`src/rtl/cpu_pkg.sv`:
```
// Shared CPU-core definitions: datapath widths and the result-broadcast entry
// used by the reservation station, ROB and the CDB arbiter.
package cpu_pkg;

  localparam int NUM_FU = 3;
  localparam int TAG_W  = 6;
  localparam int DATA_W = 32;
  localparam int ROB_W  = 6;

  typedef struct packed {
    logic [TAG_W-1:0]  tag;
    logic [DATA_W-1:0] val;
    logic [ROB_W-1:0]  rob;
  } cdb_entry_t;

endpackage

```
`src/rtl/cdb_result_fifo.sv`:
```
// Per-FU result FIFO: DEPTH entries of cdb_entry_t, extra-MSB pointers for
// full/empty, synchronous flush that empties it without touching storage.
module cdb_result_fifo
  import cpu_pkg::*;
#(
  parameter int DEPTH = 2
) (
  input  logic                   clk,
  input  logic                   reset_n,
  input  logic                   flush,
  input  logic                   push,
  input  logic                   pop,
  input  cdb_entry_t             push_data,
  output cdb_entry_t             head,
  output logic [$clog2(DEPTH):0] count,
  output logic                   empty
);

  localparam int AW = $clog2(DEPTH);

  cdb_entry_t    mem [DEPTH];
  logic [AW:0]   wr_ptr;
  logic [AW:0]   rd_ptr;
  logic          full;
  logic          do_push;
  logic          do_pop;

  assign empty   = (wr_ptr == rd_ptr);
  assign full    = (wr_ptr[AW] != rd_ptr[AW]) && (wr_ptr[AW-1:0] == rd_ptr[AW-1:0]);
  assign count   = wr_ptr - rd_ptr;
  assign head    = mem[rd_ptr[AW-1:0]];
  assign do_push = push && !full && !flush;
  assign do_pop  = pop && !empty && !flush;

  // NOTE: sequential state uses non-blocking assignments so every register
  // samples pre-edge values; blocking here would create order-dependent races.
  always_ff @(posedge clk or negedge reset_n) begin
    if (!reset_n) begin
      wr_ptr <= '0;
      rd_ptr <= '0;
    end else if (flush) begin
      wr_ptr <= '0;
      rd_ptr <= '0;
    end else begin
      if (do_push) wr_ptr <= wr_ptr + 1'b1;
      if (do_pop)  rd_ptr <= rd_ptr + 1'b1;
    end
  end

  // NOTE: storage is deliberately not reset; the pointers define validity,
  // and leaving the array out of reset lets it map onto plain flops/LUTRAM.
  always_ff @(posedge clk) begin
    if (do_push) mem[wr_ptr[AW-1:0]] <= push_data;
  end

endmodule

```
`src/rtl/cdb_arbiter.sv`:
```
// Round-robin arbiter draining per-FU result FIFOs onto a registered
// wakeup/common-data-bus, one broadcast per cycle.
module cdb_arbiter
  import cpu_pkg::cdb_entry_t;
  import cpu_pkg::TAG_W;
  import cpu_pkg::DATA_W;
  import cpu_pkg::ROB_W;
#(
  parameter int               NUM_FU   = 3,
  parameter int               DEPTH    = 2,
  parameter logic [TAG_W-1:0] IDLE_TAG = '0
) (
  input  logic                     clk,
  input  logic                     reset_n,
  input  logic                     flush,
  input  logic [NUM_FU-1:0]        fu_valid,
  input  logic [NUM_FU*TAG_W-1:0]  fu_tag,
  input  logic [NUM_FU*DATA_W-1:0] fu_val,
  input  logic [NUM_FU*ROB_W-1:0]  fu_rob,
  output logic [NUM_FU-1:0]        fu_ready,
  output logic                     wakeup_valid,
  output logic [TAG_W-1:0]         wakeup_tag,
  output logic [DATA_W-1:0]        wakeup_val,
  output logic [ROB_W-1:0]         wakeup_rob,
  output logic [1:0]               wakeup_fu,
  output logic                     overflow_err
);

  localparam int FU_W  = 2;
  localparam int CNT_W = $clog2(DEPTH) + 1;

  cdb_entry_t        push_data [NUM_FU];
  cdb_entry_t        head      [NUM_FU];
  logic [CNT_W-1:0]  count     [NUM_FU];
  logic [NUM_FU-1:0] empty;
  logic [NUM_FU-1:0] push;
  logic [NUM_FU-1:0] pop;

  logic              grant_valid;
  logic [FU_W-1:0]   grant_idx;
  cdb_entry_t        grant_entry;
  logic [FU_W-1:0]   rr_ptr;
  logic [FU_W-1:0]   rr_next;
  logic [FU_W:0]     search_sum;
  logic [FU_W-1:0]   search_idx;

  for (genvar i = 0; i < NUM_FU; i++) begin : g_fu
    assign push_data[i] = '{tag: fu_tag[i*TAG_W +: TAG_W],
                            val: fu_val[i*DATA_W +: DATA_W],
                            rob: fu_rob[i*ROB_W +: ROB_W]};
    // Ready comes from registered occupancy only, so a full FIFO refuses a
    // push even in the cycle it is being drained.
    assign fu_ready[i]  = (count[i] != CNT_W'(DEPTH));
    assign push[i]      = fu_valid[i] && fu_ready[i] && !flush;
    assign pop[i]       = grant_valid && (grant_idx == FU_W'(i)) && !flush;

    cdb_result_fifo #(
      .DEPTH (DEPTH)
    ) u_fifo (
      .clk       (clk),
      .reset_n   (reset_n),
      .flush     (flush),
      .push      (push[i]),
      .pop       (pop[i]),
      .push_data (push_data[i]),
      .head      (head[i]),
      .count     (count[i]),
      .empty     (empty[i])
    );
  end

  // NOTE: every output of this block gets a default before the search loop;
  // a path that skips an assignment would otherwise infer a latch.
  always_comb begin
    grant_valid = 1'b0;
    grant_idx   = '0;
    grant_entry = '0;
    search_sum  = '0;
    search_idx  = '0;
    for (int k = 0; k < NUM_FU; k++) begin
      search_sum = {1'b0, rr_ptr} + (FU_W+1)'(k);
      if (search_sum >= (FU_W+1)'(NUM_FU)) search_sum = search_sum - (FU_W+1)'(NUM_FU);
      search_idx = search_sum[FU_W-1:0];
      if (!grant_valid && !empty[search_idx]) begin
        grant_valid = 1'b1;
        grant_idx   = search_idx;
        grant_entry = head[search_idx];
      end
    end
  end

  assign rr_next = (grant_idx == FU_W'(NUM_FU - 1)) ? '0 : grant_idx + 1'b1;

  always_ff @(posedge clk or negedge reset_n) begin
    if (!reset_n) begin
      rr_ptr       <= '0;
      wakeup_valid <= 1'b0;
      wakeup_tag   <= IDLE_TAG;
      wakeup_val   <= '0;
      wakeup_rob   <= '0;
      wakeup_fu    <= '0;
      overflow_err <= 1'b0;
    end else begin
      // Pushes squashed by flush are discarded silently, not as overflow.
      if (!flush && |(fu_valid & ~fu_ready)) overflow_err <= 1'b1;

      if (!flush && grant_valid) begin
        rr_ptr       <= rr_next;
        wakeup_valid <= 1'b1;
        wakeup_tag   <= grant_entry.tag;
        wakeup_val   <= grant_entry.val;
        wakeup_rob   <= grant_entry.rob;
        wakeup_fu    <= grant_idx;
      end else begin
        wakeup_valid <= 1'b0;
        wakeup_tag   <= IDLE_TAG;
        wakeup_val   <= '0;
        wakeup_rob   <= '0;
        wakeup_fu    <= '0;
      end
    end
  end

endmodule

```
`config.mk`:
```
export PLATFORM = sky130hd
export DESIGN_NAME = cdb_arbiter
export DESIGN_NICKNAME = d
export VERILOG_FILES = /design/src/rtl/cpu_pkg.sv /design/src/rtl/cdb_result_fifo.sv /design/src/rtl/cdb_arbiter.sv
export SDC_FILE = /design/constraint.sdc
export NUM_CORES = 1
export LEC_CHECK = 0
export BUFFER_PORTS_ARGS = -buffer_cell sky130_fd_sc_hd__buf_2
export CAP_MARGIN = 15
export CELL_PAD_IN_SITES_DETAIL_PLACEMENT = 0
export CELL_PAD_IN_SITES_GLOBAL_PLACEMENT = 1
export CORE_ASPECT_RATIO = 1.1
export CORE_MARGIN = 2
export CORE_UTILIZATION = 51
export CTS_BUF_LIST = sky130_fd_sc_hd__clkbuf_16
export CTS_CLUSTER_SIZE = 8
export DETAILED_ROUTE_END_ITERATION = 8
export PLACE_DENSITY = 0.95
export SLEW_MARGIN = 20
export SYNTH_ARGS = -nofsm -noshare
export SYNTH_HDL_FRONTEND = slang
export SYNTH_SLANG_ARGS = --single-unit
```
`constraint.sdc`:
```
create_clock -name clk -period 10.38 [get_ports clk]
set_input_delay 0.519 -clock clk [delete_from_list [all_inputs] [get_ports clk]]
set_output_delay 0.519 -clock clk [all_outputs]
set_load 0.1 [all_outputs]
```
# After elaboration in Yosys (flattened, before gate mapping)
# Memories as Yosys holds them, arrays and structs flattened.
# Index checks and enable logic that the tools add are counted.
# Widths: inputs -> output; s select.
[classes] n_addsub=15 n_lt_le_gt_ge=9 eq_ne=14 mux=51 bitwise_logic=5 reduce_logical=49
[ops] cell="$mux 44" count=9
[ops] cell="$bmux 44 s2" count=3
[ops] cell="$mux 2" count=20
[ops] cell="$mux 32" count=1
[ops] cell="$logic_and 1x1->1" count=31
[ops] cell="$add 2x1->2 const B" count=7
[ops] cell="$mux 1" count=13
[ops] cell="$mux 6" count=2
[ops] cell="$reduce_bool 2->1" count=6
[ops] cell="$logic_not 1->1" count=10
[ops] cell="$ge 3x3->1 const B" count=3
[ops] cell="$lt 2x3->1 const B" count=3
[ops] cell="$not 2->3" count=3
[ops] cell="$bmux 1 s2" count=3
[ops] cell="$eq 2x2->1" count=3
[ops] cell="$ge 3x2->1 const B" count=2
[ops] cell="$ne 2x2->1 const B" count=3
[ops] cell="$sub 2x2->2" count=3
[ops] cell="$sub 2x2->2 const B" count=3
[ops] cell="$add 2x1->3 const B" count=1
[ops] cell="$add 2x2->3 const B" count=1
[ops] cell="$and 3x3->3" count=1
[ops] cell="$eq 1x1->1" count=3
[ops] cell="$ne 1x1->1" count=3
[ops] cell="other kinds (6)" count=6
[totals] reg_bits=62 ram_bits=264 inputBits=138 out_inout_bits=51 elab_cells=159 n_memories=3
[mem_list] memory="g_fu[0].u_fifo.mem" words=2 width=44 rd=1 rd_clocked_by_memory_dff=0 write_ports=1 line="cdb_result_fifo.sv:21" source="cdb_entry_t mem [DEPTH];"
[mem_list] memory="g_fu[1].u_fifo.mem" words=2 width=44 rd=1 rd_clocked_by_memory_dff=0 write_ports=1 line="cdb_result_fifo.sv:21"
[mem_list] memory="g_fu[2].u_fifo.mem" words=2 width=44 rd=1 rd_clocked_by_memory_dff=0 write_ports=1 line="cdb_result_fifo.sv:21"

# Depth between registers and ports, before layout
# Gate-level depths: netlist of run 1.
[depth] word_depth=18 depth_mapped=11 ltp_nobuf=9

# Modules after synthesis
# From an unflattened synthesis of run 1, not the netlist that was laid out.
[unflattened] hier_cells=1229 hier_area_um2=15564.9
[modules_own_cells] mod="cdb_arbiter" n_inst=1 cells_each=712 area_per_inst_um2=5132.4 seq_area_each_um2=1251.2
[modules_own_cells] mod="cdb_result_fifo (g_fu[2].u_fifo)" n_inst=1 cells_each=174 area_per_inst_um2=3483.3 seq_area_each_um2=2742.6
[modules_own_cells] mod="cdb_result_fifo (g_fu[1].u_fifo)" n_inst=1 cells_each=172 area_per_inst_um2=3475.8 seq_area_each_um2=2742.6
[modules_own_cells] mod="cdb_result_fifo (g_fu[0].u_fifo)" n_inst=1 cells_each=171 area_per_inst_um2=3473.3 seq_area_each_um2=2742.6

# Least setup slack after synthesis of run 1
# OpenSTA, ideal clock, no wires.
[synth_path] kind="reg2reg" start="register g_fu[2].u_fifo.rd_ptr[0]" end="memory g_fu[2].u_fifo.mem[1][0] (netlist bit) (enable)" setup_time_ns=0.509 arrival_ns=4.952 path_slack_ns=4.918 stages_incl_launch_ff=6 n_path_buf=1 synth_period_minus_slack_ns=5.462 path_cell_list="dfrtp_1 buf_4 xnor2_2 nand2_1 nand2_1 nor3b_1"
[synth_between] elab_chain_cells=8 elab_cells_between_ends=11 cone_classes="add/sub: 1; eq/ne: 2; mux: 2; reduce/logical: 6"
[synth_lines] item="from (decl)" line="cdb_result_fifo.sv:23" source="logic [AW:0] rd_ptr;"
[synth_lines] item="from (signal assigned)" line="cdb_result_fifo.sv:46" source="if (do_pop) rd_ptr <= rd_ptr + 1'b1;"
[synth_lines] item="$sub 2x2->2" line="cdb_result_fifo.sv:30" source="assign count = wr_ptr - rd_ptr;"
[synth_lines] item="$ne 2x2->1" line="cdb_arbiter.sv:53" source="assign fu_ready[i] = (count[i] != CNT_W'(DEPTH));"
[synth_lines] item="net fu_ready[2]" line="cdb_arbiter.sv:20" source="output logic [NUM_FU-1:0] fu_ready,"
[synth_lines] item="$logic_and 1x1->1 (2 in series)" line="cdb_arbiter.sv:54" source="assign push[i] = fu_valid[i] && fu_ready[i] && !flush;"
[synth_lines] item="$logic_and 1x1->1 (2 in series)" line="cdb_result_fifo.sv:32" source="assign do_push = push && !full && !flush;"
[synth_lines] item="$mux 1" line="cdb_result_fifo.sv:53" source="if (do_push) mem[wr_ptr[AW-1:0]] <= push_data;"
[synth_lines] item="$mux 1 (not written as such)" line="cdb_result_fifo.sv:53"
[synth_lines] item="to (decl)" line="cdb_result_fifo.sv:21"
# The timed path passes the listed nets, and every way through them passes these cells.

# Worst setup path after layout of run 1
[layout_path] start="register rr_ptr[0]" end="register wakeup_val[14]"
[layout_between] elab_chain_cells=13 elab_cells_between_ends=42 cone_classes="add/sub: 5; order compare: 3; mux: 25; bitwise: 3; reduce/logical: 6"
[layout_lines] item="from (decl)" line="cdb_arbiter.sv:42" source="logic [FU_W-1:0] rr_ptr;"
[layout_lines] item="from (signal assigned)" line="cdb_arbiter.sv:108" source="rr_ptr <= rr_next;"
[layout_lines] item="$add 2x1->3" line="cdb_arbiter.sv:81" source="search_sum = {1'b0, rr_ptr} + (FU_W+1)'(k);"
[layout_lines] item="$ge 3x2->1 or $sub 2x2->2 (tied branches)" line="cdb_arbiter.sv:82" source="if (search_sum >= (FU_W+1)'(NUM_FU)) search_sum = search_sum - (FU_W+1)'(NUM_FU);"
[layout_lines] item="$mux 2" line="cdb_arbiter.sv:82"
[layout_lines] item="$bmux 1 s2" line="cdb_arbiter.sv:84" source="if (!grant_valid && !empty[search_idx]) begin"
[layout_lines] item="$mux 1 (not written as such)" line="cdb_arbiter.sv:84"
[layout_lines] item="$logic_not 1->1" line="cdb_arbiter.sv:84"
[layout_lines] item="$logic_and 1x1->1" line="cdb_arbiter.sv:84"
[layout_lines] item="$mux 1" line="cdb_arbiter.sv:84"
[layout_lines] item="$logic_not 1->1" line="cdb_arbiter.sv:84"
[layout_lines] item="$logic_and 1x1->1" line="cdb_arbiter.sv:84"
[layout_lines] item="$mux 1" line="cdb_arbiter.sv:84"
[layout_lines] item="$logic_and 1x1->1" line="cdb_arbiter.sv:107" source="if (!flush && grant_valid) begin"
[layout_lines] item="$mux 32 (*)" line="cdb_arbiter.sv:107"
[layout_lines] item="to (signal assigned)" line="cdb_arbiter.sv:111" source="wakeup_val <= grant_entry.val;"
[layout_lines] item="to (decl)" line="cdb_arbiter.sv:23" source="output logic [DATA_W-1:0] wakeup_val,"
# Every way passes the cells marked *; elsewhere a longest branch is shown, timed or not. The select of a mux whose other input is x is not followed.
# A chain may end at the register's enable or synchronous reset.

==> results.json, run 1 <==
{
  "run_status": "finished clean",
  "grt_pass1_vias": 10780,
  "drive_gt1_share_pct": 21.9,
  "cts_made_buffers": 46,
  "swShare_pct": 42.2,
  "p_int_mw": 3.22,
  "vias_per_cell": 6.16,
  "die_x_um": 167,
  "crit_chain": "inv_1, ha_4, inv_2, nand2_2, o32a_1, o31ai_4, buf_4, a221oi_1, nor4_1",
  "diodes": 0,
  "synth.area.top_cells": "edfxtp_1 (53%), dfrtp_1 (10%), mux2i_1 (7.4%)",
  "hp-class": "primary input to asynchronous set/reset pin",
  "rsz0062_at_grt": "no",
  "endpoint_kind": "flop",
  "floorplan.initialDensity_pct": 52.0,
  "skew_ps": 21.9,
  "nets": 1499,
  "cts.sinks": 326,
  "place.gp.congestion": 0.841,
  "p_comb_share_pct": 44.9,
  "ys_seq_area_share_pct": 63.5,
  "postSynthAreaPerCell_um2": 12.4,
  "portBuffers": 188,
  "powerDensity_mw_per_mm2": 320,
  "cts_tree": "yes",
  "power.share.clock_pct": 23.7,
  "grt_max_degree": 123,
  "io_pins": 189,
  "drt_iter0_drc": 1456,
  "synthCells": 1204,
  "root_buffer": "clkbuf_16",
  "yosysTopAreaCellShare_pct": 53.1,
  "postCtsSetupBuffers": 0,
  "insertion_delay_ps": 540,
  "clkTransAtPathRegs_ps": 60,
  "grt_util_all_layers_pct": 24.6,
  "ys_seq_elements": 326,
  "cpPeakStageDelay_ps": 770,
  "n_fill_cell": 2204,
  "synthArstFlopShare_pct": 19.0,
  "syn_to_final_growth_pct": 16.6,
  "drc": 0,
  "cts_buffer_depth": 3,
  "core_area_mm2": 0.0287,
  "synth_ff_type": "edfxtp_1",
  "path_max_fanout": 48,
  "synth_common_cells": "edfxtp_1 (264), nor2_1 (153), mux2i_1 (111)",
  "cts_resized": 0,
  "netlist.top_cell.by_area": "edfxtp_1",
  "syn_area_mm2": 0.0149,
  "grt_pass1_wl_um": 58900,
  "min_period_over_period_pct": 40.8,
  "grt.overflow.total": 0,
  "peakVddDrop_v": 0.000258,
  "die-area_mm2": 0.0307,
  "antenna_found_initial": 0,
  "layoutNonFillerInstCount": 1763,
  "die_h_um": 183,
  "yosys_warnings": 0,
  "wl_per_cell_um": 21.9,
  "placementRows": 65,
  "crit_slowest_cell": "nand2_2",
  "p_total_mw": 5.57,
  "crit_type": "flop to flop",
  "slew_headroom_pct": 24.7,
  "synth_edf_count": 264,
  "cts_max_level": 2,
  "num_vias": 10854,
  "p_leak_nw": 6.70,
  "seq_power_share_pct": 31.4,
  "p_sw_mw": 2.35,
  "worst_pin_slew_ps": 1130,
  "setup_viol": 0,
  "hold_buffers": 0,
  "critPathRequiredTime_ps": 10790,
  "synth.distinct_cells": 50,
  "syn_nets": 1344,
  "worstPathArrival_ps": 4650,
  "maxCapViolCount": 0,
  "drv_slew": 0,
  "drtPass1Iterations": 7,
  "dpl.hpwl_um": 23500,
  "period_minus_slack_ps": 4230,
  "dp_cells": 1677,
  "max_freq_mhz": 236,
  "drtAntennaViolNets": 0,
  "start_kind": "flop",
  "finalHoldViolCount": 0,
  "yosysMostFrequentCell": "edfxtp_1",
  "tns_ps": 0,
  "routed_wl_um": 38600
}
## power groups by stage
stage | logic, mW | clock network (mW) | registers [mW]
final | 2.50 | 1.32 | 1.75
after floorplan | 1.74 | 0 | 1.97
after CTS | 2.44 | 1.33 | 1.75
after detailed placement | 2.41 | 0 | 1.78
after global routing | 2.69 | 1.39 | 1.76
after global placement | 2.36 | 0 | 1.77
## cell usage in the layout, fill, tap and decap left out, types with 15 or more instances in the layout
cell       instances
mux2i_1          111
o22ai_1           83
clkbuf_16         46
a221oi_1          22
a222oi_1          20
nor4_1            23
nand2_1           60
dfrtp_1           59
a21oi_1           67
nor2_1           153
o21ai_0           71
mux2_2            25
buf_2            187
a211o_1           26
edfxtp_1         264
inv_1             80
buf_4             15
## sequential cells by signal, summed over array words and instances (netlist names)
signal and flops:
wakeup_val 32, wakeup_fu 2, wakeup_tag 6, overflow_err 1, wakeup_valid 1, g_fu.u_fifo.rd_ptr 6
g_fu.u_fifo.wr_ptr 6, rr_ptr 2, wakeup_rob 6, g_fu.u_fifo.mem 264
## cells by family after synthesis
family | count (synthesis) | share of synthesized area (%)
simple gates | 270 | 7.88
buf+inv | 141 | 4.20
xor+xnor | 20 | 1.37
flops | 326 | 63.5
mux | 136 | 9.33
fa+ha+maj | 3 | 0.235
compound gates | 308 | 13.5
## stage by stage
stage | setup WS, ps | area, um^2 | util, % | hold slack [ps]
final | 6150 | 17400 | 60.6 | 99.5
after global routing | 5970 | 17400 | 60.6 | 160
after floorplan | 4920 | 14900 | - | 223
after global placement | 6170 | 16100 | 55.9 | 482
after CTS | 6040 | 17400 | 60.5 | 119
after detailed placement | 6040 | 16100 | 55.9 | 486
## critical path, delay by kind of cell, from the launching register on
kind,cells,cell delay (ps)
AOI/OAI and AO/OA,3,960
and+or+nand+nor,2,1130
buffers and inverters,3,1220
DFF,1,390
adders and majority gates,1,330
## routing by layer
layer	part of all wire, %	vias up	wire length [um]	track usage (%)
li1	-	4896	-	-
met1	40	5252	15500	32.6
met2	48	611	18600	40.9
met3	8.1	95	3120	4.09
met4	3.4	0	1320	9.93
met5	0	-	0	0
## area by class of cell
class / instances / area (um^2) / share of cell area (%)
Inverter: 44 / 165 / 0.949
Timing Repair Buffer: 204 / 1100 / 6.30
Clock inverter: 38 / 155 / 0.891
Multi-Input combinational cell: 737 / 4890 / 28.1
Sequential cell: 326 / 9490 / 54.5
Tap cell: 368 / 460 / 2.65
Clock buffer: 46 / 1150 / 6.61
## worst paths after layout
| kind | from | end | slack (ps) | cells after the start |
|---|---|---|---|---|
| setup / recovery | rr_ptr[0] | wakeup_val[14] | 6150 | 9 |
| hold / removal | reset_n | wakeup_val[5] | 100 | 1 |
| setup reg to reg | rr_ptr[0] | wakeup_val[14] | 6150 | 9 |
| hold reg to reg | overflow_err | overflow_err | 480 | 1 |
| max in group asynchronous | reset_n | g_fu[0].u_fifo.rd_ptr[0] | 9620 | 1 |
| min in group clk | fu_val[9] | g_fu[0].u_fifo.mem[0][15] | 170 | 1 |
Power figures use the tool's default switching activity.
==> inputs of run 2 (changes only) <==
--- a/config.mk
+++ b/config.mk
@@ -11,11 +11,11 @@
 export CELL_PAD_IN_SITES_GLOBAL_PLACEMENT = 1
 export CORE_ASPECT_RATIO = 1.1
 export CORE_MARGIN = 2
-export CORE_UTILIZATION = 51
+export CORE_UTILIZATION = 43
 export CTS_BUF_LIST = sky130_fd_sc_hd__clkbuf_16
 export CTS_CLUSTER_SIZE = 8
 export DETAILED_ROUTE_END_ITERATION = 8
-export PLACE_DENSITY = 0.95
+export PLACE_DENSITY = 0.87
 export SLEW_MARGIN = 20
 export SYNTH_ARGS = -nofsm -noshare
 export SYNTH_HDL_FRONTEND = slang
==> constraint.sdc (replaced) <==
create_clock -name clk -period 3.6 [get_ports clk]
set_input_delay 0.18 -clock clk [delete_from_list [all_inputs] [get_ports clk]]
set_output_delay 0.18 -clock clk [all_outputs]
set_load 0.1 [all_outputs]
==> run 2 against run 1 <==
Effect of this change:
- final area up 9.1%
- die area increased by 18%
- global-route usage is 1.4 points lower
- sequential share of layout area decreased by 4.5 points
- combinational power rose to 3.0 times the previous value
- sequential power grew to 2.8 times the previous value
- non-clock buffer count up 146
- fmax grew 33%
- flip-flop and latch count stayed put
- worst setup slack worse by 5700 ps
- highest routed layer unchanged
==> results.json, run 2 (synthesis gave the netlist of run 1 again) <==
{
  "run_status": "finished clean",
  "ff2ff_setup_slack_ps": 420,
  "grt_max_degree": 73,
  "cts_max_level": 2,
  "vias_per_cell": 5.78,
  "placementRows": 71,
  "routed_wl_um": 42500,
  "grt_util_all_layers_pct": 23.2,
  "largest_reg_flops": 264,
  "p_sw_mw": 6.89,
  "layout_common_cells": "edfxtp_1 (264), buf_2 (187), nor2_1 (153)",
  "grt.overflow.total": 0,
  "cts_buffer_depth": 3,
  "wl_per_cell_um": 21.5,
  "rsz0062_at_grt": "no",
  "die_h_um": 199,
  "peakVddDrop_v": 0.000598,
  "drt_iter0_drc": 1297,
  "tns_ps": 0,
  "cts_resized": 0,
  "reg2regPathDepth": 8,
  "drtPass1Iterations": 8,
  "endpoint_kind": "flop",
  "drive_gt1_share_pct": 20.8,
  "drtAntennaViolNets": 0,
  "setup_viol": 0,
  "max_freq_mhz": 315,
  "hold_path_end": "g_fu[1].u_fifo.wr_ptr[1]",
  "path_max_fanout": 46,
  "layout_commonest_cell": "edfxtp_1",
  "critPathRequiredTime_ps": 4020,
  "core_area_mm2": 0.0342,
  "floorplan.initialDensity_pct": 43.6,
  "nets": 1646,
  "period_minus_slack_ps": 3180,
  "io_pins": 189,
  "drv_slew": 0,
  "worst_pin_slew_ps": 1030,
  "powerDensity_mw_per_mm2": 863,
  "place.gp.congestion": 0.856,
  "r2r-end": "wakeup_rob[0]",
  "whs_path_depth": 4,
  "p_int_mw": 9.50,
  "crit_type": "flop to flop",
  "postCtsSetupBuffers": 0,
  "maxCapViolCount": 0,
  "dpl.hpwl_um": 26100,
  "grt_pass1_vias": 11573,
  "root_buffer": "clkbuf_16",
  "reg2reg_from": "rr_ptr[0]",
  "start_kind": "flop",
  "min_period_over_period_pct": 88.2,
  "worstPathArrival_ps": 3600,
  "p_comb_share_pct": 46.4,
  "cts.sinks": 326,
  "grt_pass1_wl_um": 64300,
  "finalHoldViolCount": 0,
  "diodes": 0,
  "slew_headroom_pct": 31.1,
  "num_vias": 11451,
  "antenna_found_initial": 0,
  "hp-start": "fu_valid[1]",
  "portBuffers": 188,
  "die_x_um": 182,
  "syn_to_final_growth_pct": 27.2,
  "p_leak_nw": 7.34,
  "swShare_pct": 42.0,
  "insertion_delay_ps": 540,
  "power.share.clock_pct": 23.8,
  "hp-class": "primary input to flop",
  "fin_hold_ws_ps": 26.8,
  "skew_ps": 15.0,
  "hold_buffers": 133,
  "clkTransAtPathRegs_ps": 50,
  "die-area_mm2": 0.0362,
  "seq_power_share_pct": 29.8,
  "drc": 0,
  "cts_tree": "yes",
  "cts_made_buffers": 47
}
## run 2: changes by cell type in the layout (fill, tap and decap cells not counted), sizes merged
cell	before	now
dlygate4sd3	0	133
buf	204	217
clkinv	1	2
clkbuf	46	47
## run 2: critical path, cell delays in order, from the launching register on
cell and delay [ps]:
dfrtp_1 400, inv_1 130, ha_4 380, inv_2 80
nand2_2 90, buf_4 480, o22a_2 920, a221oi_1 180
nor4_1 360
## run 2: area by class of cell
cell class	instances	area, um^2
Clock buffer	47	1180
Timing Repair Buffer	350	2520
Sequential cell	326	9490
Tap cell	438	548
Fill cell	2730	15200
Multi-Input combinational cell	737	4930
Inverter	44	165
Clock inverter	39	158
## run 2: per-stage QoR
step | area [um^2] | power [mW] | instances | utilization, % | setup WS (ps)
5_1_grt | 19000 | 17.2 | 1981 | 55.5 | 202
4_1_cts | 19000 | 16.3 | 1981 | 55.5 | 482
3_5_place_dp | 16300 | 12.3 | 1762 | 47.7 | 503
2_1_floorplan | 15000 | 10.7 | 1204 | - | -286
6_report | 19000 | 16.4 | 1981 | 55.5 | 423
3_3_place_gp | 16300 | 12.1 | 1761 | 47.7 | 589
## run 2: power groups by stage
stage	combinational (mW)	sequential (mW)	clock, mW
floorplan	5.03	5.65	0
global placement	7.15	4.94	0
detailed placement	7.35	4.95	0
CTS	7.48	4.88	3.94
global route	8.20	4.91	4.11
finish	7.60	4.88	3.90
## run 2: worst max-delay path by stage
stage | start | end | slack [ps] | depth (start not counted)
2_1_floorplan | g_fu[1].u_fifo.wr_ptr[0] | g_fu[1].u_fifo.mem[1][0] | -290 | 5
3_3_place_gp | rr_ptr[0] | wakeup_val[4] | 590 | 8
3_5_place_dp | rr_ptr[0] | wakeup_val[26] | 500 | 8
4_1_cts | rr_ptr[0] | wakeup_val[26] | 480 | 8
5_1_grt | rr_ptr[0] | wakeup_val[26] | 200 | 8
6_report | rr_ptr[0] | wakeup_rob[0] | 420 | 8
## run 2: per-layer routing
metal  vias to the layer above  share of wire [%]  GRT usage, %
met5                         -                  0             0
met4                         0                4.5          11.6
met3                       118                6.6          3.55
met2                       566                 50          41.0
met1                      5577                 39          27.7
li1                       5190                  -             -
